File: src/rtl/uart_rx_pack_pkg.sv
// uart_rx_pack_pkg: shared types and constants for the UART RX packer controller.
package uart_rx_pack_pkg;
  typedef enum logic [1:0] {IDLE, FILL, FLUSH} state_t;
  localparam int WORD_BYTES = 3;
  localparam int FIFO_W = 34;
endpackage

File: src/rtl/uart_idle_timer.sv
// uart_idle_timer: idle counter that expires on the cycle it would reach TIMEOUT_CYCLES-1.
module uart_idle_timer #(
  parameter int TIMEOUT_CYCLES = 1000
) (
  input  logic clk,
  input  logic rst,
  input  logic clr,
  input  logic en,
  output logic expire
);
  localparam int W = $clog2(TIMEOUT_CYCLES);
  logic [W-1:0] t;
  always_ff @(posedge clk)
    if (rst || clr) t <= '0;
    else if (en) t <= t + W'(1);
  assign expire = en && t == W'(TIMEOUT_CYCLES - 2);
endmodule

File: src/rtl/uart_rx_pack_ctrl.sv
// uart_rx_pack_ctrl: sequences RX bytes into the 8-to-24 packer and flushes words to the RX FIFO.
// Defining UART_RX_PACK_STATS_EN adds saturating words_out/bytes_dropped counters.
module uart_rx_pack_ctrl
  import uart_rx_pack_pkg::*;
#(
  parameter int TIMEOUT_CYCLES = 1000,
  parameter int FIFO_W = 34
) (
  input  logic              clk,
  input  logic              rst,
  input  logic              rx_valid,
  input  logic [7:0]        rx_data,
  input  logic              flush_req,
  output logic              pk_wren,
  output logic [7:0]        pk_din,
  output logic              pk_rden,
  input  logic [31:0]       pk_dout,
  input  logic [1:0]        pk_valid_bytes,
  input  logic              fifo_full,
  output logic              fifo_wr,
  output logic [FIFO_W-1:0] fifo_data,
  input  logic              clr_overflow,
  output logic              overflow
`ifdef UART_RX_PACK_STATS_EN
  ,
  output logic [15:0]       words_out,
  output logic [15:0]       bytes_dropped
`endif
);
  state_t state, state_n;
  logic [1:0] cnt, cnt_inc;
  logic skid_v;
  logic [7:0] skid_d, src;
  logic take, drop, expire;
  uart_idle_timer #(.TIMEOUT_CYCLES(TIMEOUT_CYCLES)) u_timer (
    .clk    (clk),
    .rst    (rst),
    .clr    (state != FILL || take),
    .en     (state == FILL && !take),
    .expire (expire)
  );
  // pk_wren is registered, so a FLUSH entered with a write still in flight waits one cycle for pk_dout to settle
  always_comb begin
    src = skid_v ? skid_d : rx_data;
    take = state != FLUSH && (skid_v || rx_valid);
    cnt_inc = cnt + 2'd1;
    fifo_wr = state == FLUSH && !fifo_full && !pk_wren;
    pk_rden = fifo_wr;
    fifo_data = {pk_valid_bytes, pk_dout};
    drop = state == FLUSH && rx_valid && skid_v;
    state_n = state;
    case (state)
      IDLE:    state_n = take ? FILL : IDLE;
      FILL:    state_n = (take && cnt_inc == 2'(WORD_BYTES)) || flush_req || expire ? FLUSH : FILL;
      default: state_n = fifo_wr ? IDLE : FLUSH;
    endcase
  end
  always_ff @(posedge clk)
    if (rst) begin
      state <= IDLE;
      cnt <= 2'd0;
      skid_v <= 1'b0;
      skid_d <= 8'd0;
      pk_wren <= 1'b0;
      pk_din <= 8'd0;
      overflow <= 1'b0;
    end else begin
      state <= state_n;
      cnt <= fifo_wr ? 2'd0 : take ? cnt_inc : cnt;
      skid_v <= take ? skid_v && rx_valid : skid_v || rx_valid;
      if (rx_valid && (take ? skid_v : !skid_v)) skid_d <= rx_data;
      pk_wren <= take;
      if (take) pk_din <= src;
      overflow <= drop || (overflow && !clr_overflow);
    end
`ifdef UART_RX_PACK_STATS_EN
  always_ff @(posedge clk)
    if (rst) begin
      words_out <= 16'd0;
      bytes_dropped <= 16'd0;
    end else begin
      if (fifo_wr && words_out != 16'hffff) words_out <= words_out + 16'd1;
      if (drop && bytes_dropped != 16'hffff) bytes_dropped <= bytes_dropped + 16'd1;
    end
`endif
endmodule

File: config.mk
export PLATFORM = sky130hd
export DESIGN_NAME = uart_rx_pack_ctrl
export DESIGN_NICKNAME = d
export VERILOG_FILES = /design/src/rtl/uart_rx_pack_pkg.sv /design/src/rtl/uart_idle_timer.sv /design/src/rtl/uart_rx_pack_ctrl.sv
export SDC_FILE = /design/constraint.sdc
export NUM_CORES = 1
export LEC_CHECK = 0
export CAP_MARGIN = 20
export CORE_MARGIN = 3
export CORE_UTILIZATION = 35
export CTS_CLUSTER_DIAMETER = 60
export DETAILED_ROUTE_END_ITERATION = 10
export GPL_TIMING_DRIVEN = 0
export PLACE_DENSITY = 0.75
export REMOVE_ABC_BUFFERS = 1
export SYNTH_ARGS = -nofsm -noshare
export SYNTH_HDL_FRONTEND = slang
export SYNTH_SLANG_ARGS = --single-unit
File: constraint.sdc
create_clock -name clk -period 1.59 [get_ports clk]
set_clock_uncertainty 0.05 [all_clocks]
set_input_delay 0.3975 -clock clk [delete_from_list [all_inputs] [get_ports clk]]
set_output_delay 0.3975 -clock clk [all_outputs]
set_load 0.03 [all_outputs]
* Word-level counts from Yosys, hierarchy flattened *
Cells that the tools add are included.

word-level totals
  register bits = 33
  bits of input ports = 48
  logic and storage cells = 47
  output and inout bits = 46

operators by class
  add/sub/neg operators = 2
  equality and inequality tests = 6
  multiplexer cells = 7
  reductions and logical operators = 24

operators by type and width
  operator                                              count
  logical AND 1 bit                                     11
  adder 10 x 1 -> 10 bit (second input constant)        1
  equality test 10 bit (second input constant)          1
  2-to-1 mux 8 bit                                      1
  logical OR 1 bit                                      6
  zero test 1 bit                                       5
  equality test 2 bit (second input constant)           2
  2-to-1 mux 2 bit                                      2
  one-hot mux 2 bit (2 select lines)                    1
  2-to-1 mux 1 bit                                      3
  adder 2 x 1 -> 2 bit (second input constant)          1
  equality test 2 x 1 -> 1 bit (second input constant)  1
  zero test 2 bit                                       1
  != test 2 x 1 -> 1 bit (second input constant)        1
  != test 2 bit (second input constant)                 1
  OR reduction 2 bit                                    1

* Logic depth before layout (Yosys ltp) *
Gate-level depths: netlist of the first run.

  word-level depth = 8
  gate-level depth with buffers = 7
  mapped depth without buffers = 5

* By module *
From an unflattened synthesis of the first run, not the netlist that was laid out.

unflattened totals
  cell total of the unflattened synthesis = 203
  area, all modules = 1841.8 um^2

by module, submodules not included
  module             times used  area an instance (um^2)  seq. area each (um^2)  cells each
  uart_rx_pack_ctrl  1           1376.3                   460.4                  150
  uart_idle_timer    1           465.4                    200.2                  53

* Worst setup path before layout of the first run *
OpenSTA, ideal clock, no wires.

  path kind = register to output
  start = register state[0]
  end = output port pk_rden
  setup slack = -0.504 ns
  required time = 1.142 ns
  path buffers = 1
  arrival = 1.646 ns
  stages on the path, launching flop included = 4
  cell sequence = dfxtp_1 > nand2b_1 > nor3_1 > buf_4

on the way
  cells in the longest elaborated chain, start to end = 3

RTL lines
  what                            line                     source
  start: declaration              uart_rx_pack_ctrl.sv:30  state_t state, state_n;
  start signal: assignment        uart_rx_pack_ctrl.sv:68  state <= state_n;
  equality test 2 bit             uart_rx_pack_ctrl.sv:47  fifo_wr = state == FLUSH && !fifo_full && !pk_wren;
  logical AND 1 bit (2 in a row)  uart_rx_pack_ctrl.sv:47
  end: declaration                uart_rx_pack_ctrl.sv:16  output logic pk_rden,

Every way passes these cells.

* Worst setup path after layout of the first run *
  start = register skid_v
  end = register u_timer.t[7]

on the way
  cells in the longest elaborated chain, start to end = 4
  elaborated cells between the ends (all ways) = 6
  classes of those cells = reduce/logical (6)

RTL lines
  what                                                   line                                              source
  start: declaration                                     uart_rx_pack_ctrl.sv:32                           logic skid_v;
  start signal: assignment                               uart_rx_pack_ctrl.sv:70                           skid_v <= take ? skid_v && rx_valid : skid_v || rx_valid;
  logical OR 1 bit (*)                                   uart_rx_pack_ctrl.sv:45                           take = state != FLUSH && (skid_v || rx_valid);
  logical AND 1 bit (*)                                  uart_rx_pack_ctrl.sv:45
  zero test 1 bit or logical OR 1 bit (tied branches)    uart_rx_pack_ctrl.sv:39, uart_rx_pack_ctrl.sv:38
  logical AND 1 bit or logical OR 1 bit (tied branches)  uart_rx_pack_ctrl.sv:39, uart_idle_timer.sv:14
  end signal: assignment                                 uart_idle_timer.sv:15                             else if (en) t <= t + W'(1);
  end: declaration                                       uart_idle_timer.sv:12                             logic [W-1:0] t;

Every way passes the cells marked *; elsewhere a longest branch is shown, timed or not.
A chain may end at the register's enable or synchronous reset.

==> results by group, run 1 <==
Status
  – Outcome: finished, violations left
  – Failing checks: setup timing

Final layout
  – Filler instances: about 400
  – Fraction of layout cells with a size suffix above 1: 0.219
  – Area growth syn-to-layout: 18.8%
  – Final Non-Filler Cells: 244
  – Ant. Diodes: 0
  – Nets: 242

Clock network
  – Total CTS buffers: 5
  – CTS Buffer Depth: 2
  – H-tree levels: 2
  – Worst-Skew Late Latency: about 0.29 ns
  – Clock root cell: clkbuf_8
  – Clock Sinks: 33
  – Worst-path clk slew: approximately 0.07 ns
  – CTS Hold Buffers Added: 0
  – CTS tree: built

Synth
  – Distinct cell type count after synthesis: 30
  – Cell taking the most area after synthesis: dfxtp_1
  – Area fraction in compound gates after synthesis: 0.120
  – Flops & latches, synth: 33
  – Most common cell in the netlist: buf_4
  – Mapped cell area: between 0.0015 and 0.002 mm2
  – Largest family of logic cells by synthesized area: buffers and inverters
  – Post-synthesis sequential area ratio: 0.395
  – Syn avg cell area: approximately 9 um2
  – Post-Syn Instances: 191
  – Post-synth EDFFs: 0
  – Post-synthesis mux area share: 0.0478
  – Yosys warnings: 0
  – Post-Synth Adder-Cell Area: 0.0224
  – Main synth FF type: dfxtp_1
  – XOR/XNOR share of the synthesized area: 0.0575
  – Synth top area cells: dfxtp_1, buf_4, nor2_1
  – Ys async rst share: 0
  – Most frequent cells after synthesis: buf_4, dfxtp_1, nor2_1
  – Synth top area share: 0.395
  – Simple-gate share of the synthesized area: 0.161

Worst setup path
  – Max incr delay on CP: a little over 0.6 ns
  – Top delay family on crit path: simple AND/OR/NAND/NOR gates
  – Crit path DAT: around 1.8 ns
  – Critical setup path kind: flop to flop
  – CP Capture Type: flop
  – Crit path max fanout: 7
  – Crit-path cells: or4b_4 -> buf_6 -> nor4_4 -> xnor2_1 -> nor2_2
  – CP max-delay cell: or4b_4
  – Worst Path Buf+Inv: 1
  – Startpoint types: flop
  – Req. time, crit path: 1.72 ns

STA
  – Setup WS post-layout: -0.0491 ns
  – Fin. max-slew vios: 0
  – RSZ-0062 raised after global routing: yes
  – Period minus WS final: 1.64 ns
  – Fin. Hold Viols: 0
  – Slew @ Worst Pin: roughly 0.86 ns
  – Total negative slack: -0.0937 ns
  – Period utilization: 1.03
  – Relative slew slack: 0.429
  – Setup-failing EPs final: 5
  – Fmax: a little over 0.6 GHz

GRT
  – Initial antenna violation count: 0
  – GRT Residual Overflow: 0
  – GRT Total Usage: 0.171
  – Global-route wire length before repair: 6830 um
  – Vias in the first global route: around 1200
  – Largest net degree at the start of global routing: 25

Placement
  – RD Place Congestion: 0.737
  – Dpl cells: about 230
  – Place WS: -0.932 ns
  – Hpwl dp: between 3000 and 4000 um
  – Port-buffer cells: 25

Detailed routing
  – Detailed Route Iter0 Violations: 90
  – Final wirelength: ~4600 um
  – Vias: roughly 1300
  – Routed Antenna Nets: 0
  – Drt drc: 0
  – Via/cell ratio: 5.31
  – Drt pass-1 iters: 4
  – Routed len/inst: roughly 19 um

Power and ir drop
  – Power per cell area: between 1000 and 1500 mW/mm2
  – Power share of the sequential group: 0.419
  – Worst vdd ir: ~320 uV
  – Switching power: roughly 0.00053 W
  – Clock share of power: 0.431
  – Combinational Power Share: 0.151
  – Static leakage: about 0.76 nW
  – P_int: approximately 0.0016 W
  – Net Sw Frac: 0.244
  – Total power draw: about 0.0022 W

Floorplanning
  – Die Y: about 75 um
  – Initial core utilization: 0.374
  – Die Width: 75.2 um
  – Io pins: 94
  – Core Rows: 24
  – Core footprint: 0.00447 mm2
  – Die area: ~0.0056 mm2

Flow run
  – Maximum Capacitance Violations: 0

Worst hold path
  – Hold Path Class: flop to flop
==> power by group through the flow <==
stage | clock network (W) | logic [W] | registers [W]
3_3_place_gp | 0 | 0.000285 | 0.000924
4_1_cts | 0.000947 | 0.000300 | 0.000907
5_1_grt | 0.000974 | 0.000358 | 0.000913
3_5_place_dp | 0 | 0.000292 | 0.000927
2_1_floorplan | 0 | 0.000121 | 0.000965
6_report | 0.000933 | 0.000327 | 0.000908
==> sequential cells by signal, summed over array words and instances (netlist names) <==
signal and cells:
skid_d 8, u_timer.t 10, cnt 2, state 2
pk_din 8, pk_wren 1, skid_v 1, overflow 1
==> per-layer routing <==
| metal | wire length, um | global-route usage |
|---|---|---|
| met1 | 1910 | 0.196 |
| met2 | 1950 | 0.214 |
| met3 | 662 | 0.156 |
| met4 | 83 | 0.0680 |
| met5 | 31 | 0.0833 |
==> cell families after synthesis <==
group | Yosys count
and+or+nand+nor | 56
buffers and inverters | 48
DFF | 33
AOI/OAI and AO/OA | 32
xor gates and xnor gates | 11
muxes | 8
adders and majority gates | 3
==> worst paths after layout <==
kind / cells past startpoint / slack (ns) / to / startpoint
worst max-delay path: 5 / -0.05 / u_timer.t[7] / skid_v
worst min-delay path: 1 / 0.40 / u_timer.t[0] / u_timer.t[0]
worst max register to register: 5 / -0.05 / u_timer.t[7] / skid_v
worst min register to register: 1 / 0.40 / u_timer.t[0] / u_timer.t[0]
==> layout by cell type (no fill, tap or decap), drive strengths merged, types with 2 or more instances in the layout <==
cell | synthesis | layout
clkdlybuf4s50 | 0 | 10
o21ai | 9 | 9
buf | 39 | 15
a21oi | 10 | 10
nor2 | 25 | 25
inv | 4 | 4
dfxtp | 33 | 33
xnor2 | 9 | 9
clkbuf | 5 | 5
nor4 | 3 | 3
mux2i | 8 | 8
ha | 3 | 3
xor2 | 2 | 2
nand2 | 6 | 6
nor3 | 5 | 5
nand3 | 11 | 11
dlygate4sd2 | 0 | 12
a211oi | 8 | 8
bufinv | 0 | 2
==> stage by stage <==
step	hold WS, ns	utilization	area, um2
3_5_place_dp	0.418	0.376	1680
4_1_cts	0.427	0.427	1910
2_1_floorplan	0.391	-	1360
3_3_place_gp	0.408	0.374	1680
6_report	0.403	0.445	1990
5_1_grt	0.416	0.445	1990
==> worst register-to-register path, stage by stage (launching register included) <==
cell and delay, ns:
dfxtp_4 0.36, or4b_4 0.62, buf_6 0.16, nor4_4 0.14, xnor2_1 0.17, nor2_2 0.04
==> cell type report <==
cell class / count / area (um2) / share of cell area
clock buffers: 5 / 68.8 / 0.0346
inverters: 4 / 15.0 / 0.00755
clock inverters: 3 / 65.1 / 0.0327
repair buffers: 37 / 327 / 0.164
multi-input cells: 110 / 778 / 0.391
well taps: 52 / 65.1 / 0.0327
flip-flops and latches: 33 / 671 / 0.337
==> what timing repair did <==
item | CTS | global route
endpoints found under the setup margin | 42 | 17
resized for setup | 49 | 6
buffers inserted | 4 | 7
pin swaps | 5 | 6
Power figures use the tool's default switching activity.
==> inputs of run 2 (changes only) <==
- SLEW_MARGIN: default -> 20
==> results by group, run 2 (synthesis results as in run 1) <==
Status
  – Outcome: finished, violations left
  – Failing checks: setup timing

Floorplanning
  – Core Rows: 24 (unchanged)
  – Core footprint: 0.00447 mm2 (unchanged)
  – Die Y: 75.2 um (unchanged)
  – Io pins: 94 (unchanged)
  – Initial core utilization: 0.374 (unchanged)
  – Die area: 0.00565 mm2 (unchanged)
  – Die Width: 75.2 um (unchanged)

GRT
  – GRT Residual Overflow: 0 (unchanged)
  – Global-route wire length before repair: 6960 um (+1.9%)
  – GRT Total Usage: 0.176 (+0.00468)
  – Initial antenna violation count: 0 (unchanged)
  – Vias in the first global route: 1212 (+1.1%)
  – Largest net degree at the start of global routing: 25 (unchanged)

Final layout
  – Final Non-Filler Cells: 241 (-1.2%)
  – Fraction of layout cells with a size suffix above 1: 0.206 (-0.0124)
  – Max FFs per register: 10 (unchanged)
  – Ant. Diodes: 0 (unchanged)
  – Area growth syn-to-layout: 15.4%
  – Most frequent cells in the layout: dfxtp_1, nor2_1, dlygate4sd2_1
  – Most common cell after layout, fill and taps aside: dfxtp_1
  – Biggest regs: u_timer.t: 10 flops, pk_din: 8 flops, skid_d: 8 flops
  – Nets: 239 (-1.2%)
  – Largest reg by FF count: u_timer.t

Worst setup path
  – Critical setup path kind: flop to primary output
  – Startpoint types: flop
  – CP Capture Type: primary output
  – Crit path DAT: 1.15 ns (-0.62 ns)
  – Req. time, crit path: 1.14 ns (-0.58 ns)
  – Crit path max fanout: 6 (-1)
  – Reg2Reg Setup Slack: -0.005 ns (+0.04 ns)

Placement
  – Hpwl dp: 3000 um (-0.55%)
  – Place WS: -1.01 ns (-0.0787 ns)
  – RD Place Congestion: 0.737 (unchanged)
  – Port-buffer cells: 25 (unchanged)
  – Dpl cells: 224 (-0.44%)

Detailed routing
  – Detailed Route Iter0 Violations: 143 (+59%)
  – Drt pass-1 iters: 4 (unchanged)
  – Routed Antenna Nets: 0 (unchanged)
  – Drt drc: 0 (unchanged)
  – Vias: 1288 (-0.54%)
  – Routed len/inst: 19.0 um (+0.22%)
  – Via/cell ratio: 5.34 (+0.70%)
  – Final wirelength: 4590 um (-1.0%)

Clock network
  – Worst-Skew Late Latency: 0.29 ns (about the same)
  – Worst-path clk slew: 0.07 ns (about the same)
  – CTS Buffer Depth: 2 (unchanged)
  – CTS tree: built
  – CTS Hold Buffers Added: 0 (unchanged)
  – Clock Sinks: 33 (unchanged)
  – Total CTS buffers: 5 (unchanged)
  – Clock root cell: clkbuf_8
  – H-tree levels: 2 (unchanged)

STA
  – Slew @ Worst Pin: 0.860 ns (+0.00327 ns)
  – Period utilization: 1.00 (-0.0280)
  – Fmax: 0.627 GHz (+2.8%)
  – Hold WS: 0.428 ns (+0.0247 ns)
  – Setup WS post-layout: -0.00454 ns (+0.0445 ns)
  – Relative slew slack: 0.427 (-0.00218)
  – Period minus WS final: 1.59 ns (-0.0445 ns)
  – Setup-failing EPs final: 2 (-3)
  – Fin. max-slew vios: 0 (unchanged)
  – RSZ-0062 raised after global routing: yes
  – Fin. Hold Viols: 0 (unchanged)
  – Total negative slack: -0.00847 ns (+0.0852 ns)

Power and ir drop
  – Static leakage: 0.725 nW (-5.1%)
  – Worst vdd ir: 317 uV (-0.99%)
  – Total power draw: 0.00184 W (-15%)
  – Power per cell area: 951 mW/mm2 (-13%)

Flow run
  – Maximum Capacitance Violations: 0 (unchanged)

Worst hold path
  – Hold Path Class: flop to flop
## run 2: metrics by stage
step / util / instance area (um2)
2_1_floorplan: - / 1360
3_3_place_gp: 0.374 / 1680
3_5_place_dp: 0.375 / 1680
4_1_cts: 0.421 / 1880
5_1_grt: 0.432 / 1930
6_report: 0.432 / 1930
## run 2: final timing paths
kind              cells after the start  startpoint           end
setup / recovery                      3    state[0]       fifo_wr
hold / removal                        2   skid_d[6]     skid_d[6]
setup reg to reg                      4      skid_v  u_timer.t[6]
hold reg to reg                       2   skid_d[6]     skid_d[6]
## run 2: metal layers
layer / up-vias / GRT usage / share of wire
met5: - / 0.0833 / 0.0068
met1: 587 / 0.207 / 0.43
met4: 2 / 0.0680 / 0.021
met3: 9 / 0.160 / 0.15
li1: 615 / - / -
met2: 75 / 0.214 / 0.39
## run 2: area by class of cell
class,instances,area [um2]
Clock inverter,2,10.0
Clock buffer,6,72.6
Timing Repair Buffer,33,293
Inverter,4,15.0
Multi-Input combinational cell,111,807
Tap cell,52,65.1
Fill cell,415,2540
Sequential cell,33,669
## run 2: report_power, final
group | switching, W | internal [W] | total [W]
combinational | 0.000189 | 0.000138 | 0.000327
sequential | 0.0000325 | 0.000874 | 0.000907
clock | 0.000301 | 0.000303 | 0.000604
total | 0.000522 | 0.00132 | 0.00184
## run 2: worst max-delay path, cell delays in order, from the launching register on
cell and delay, ns:
dfxtp_4 0.37, nand2b_4 0.16, nor3_4 0.17, buf_6 0.16
## run 2: what timing repair did
action,in CTS,in global routing
setup endpoints to repair,42,16
cloned,1,0
setup buffers,5,3
pin swaps,7,2
resized for setup,51,6
==> inputs of run 3 (changes only) <==
- CTS_CLUSTER_SIZE: default -> 30
==> results of run 3 <==
Same layout as run 2: the final DEF is identical, and so are final timing and power.
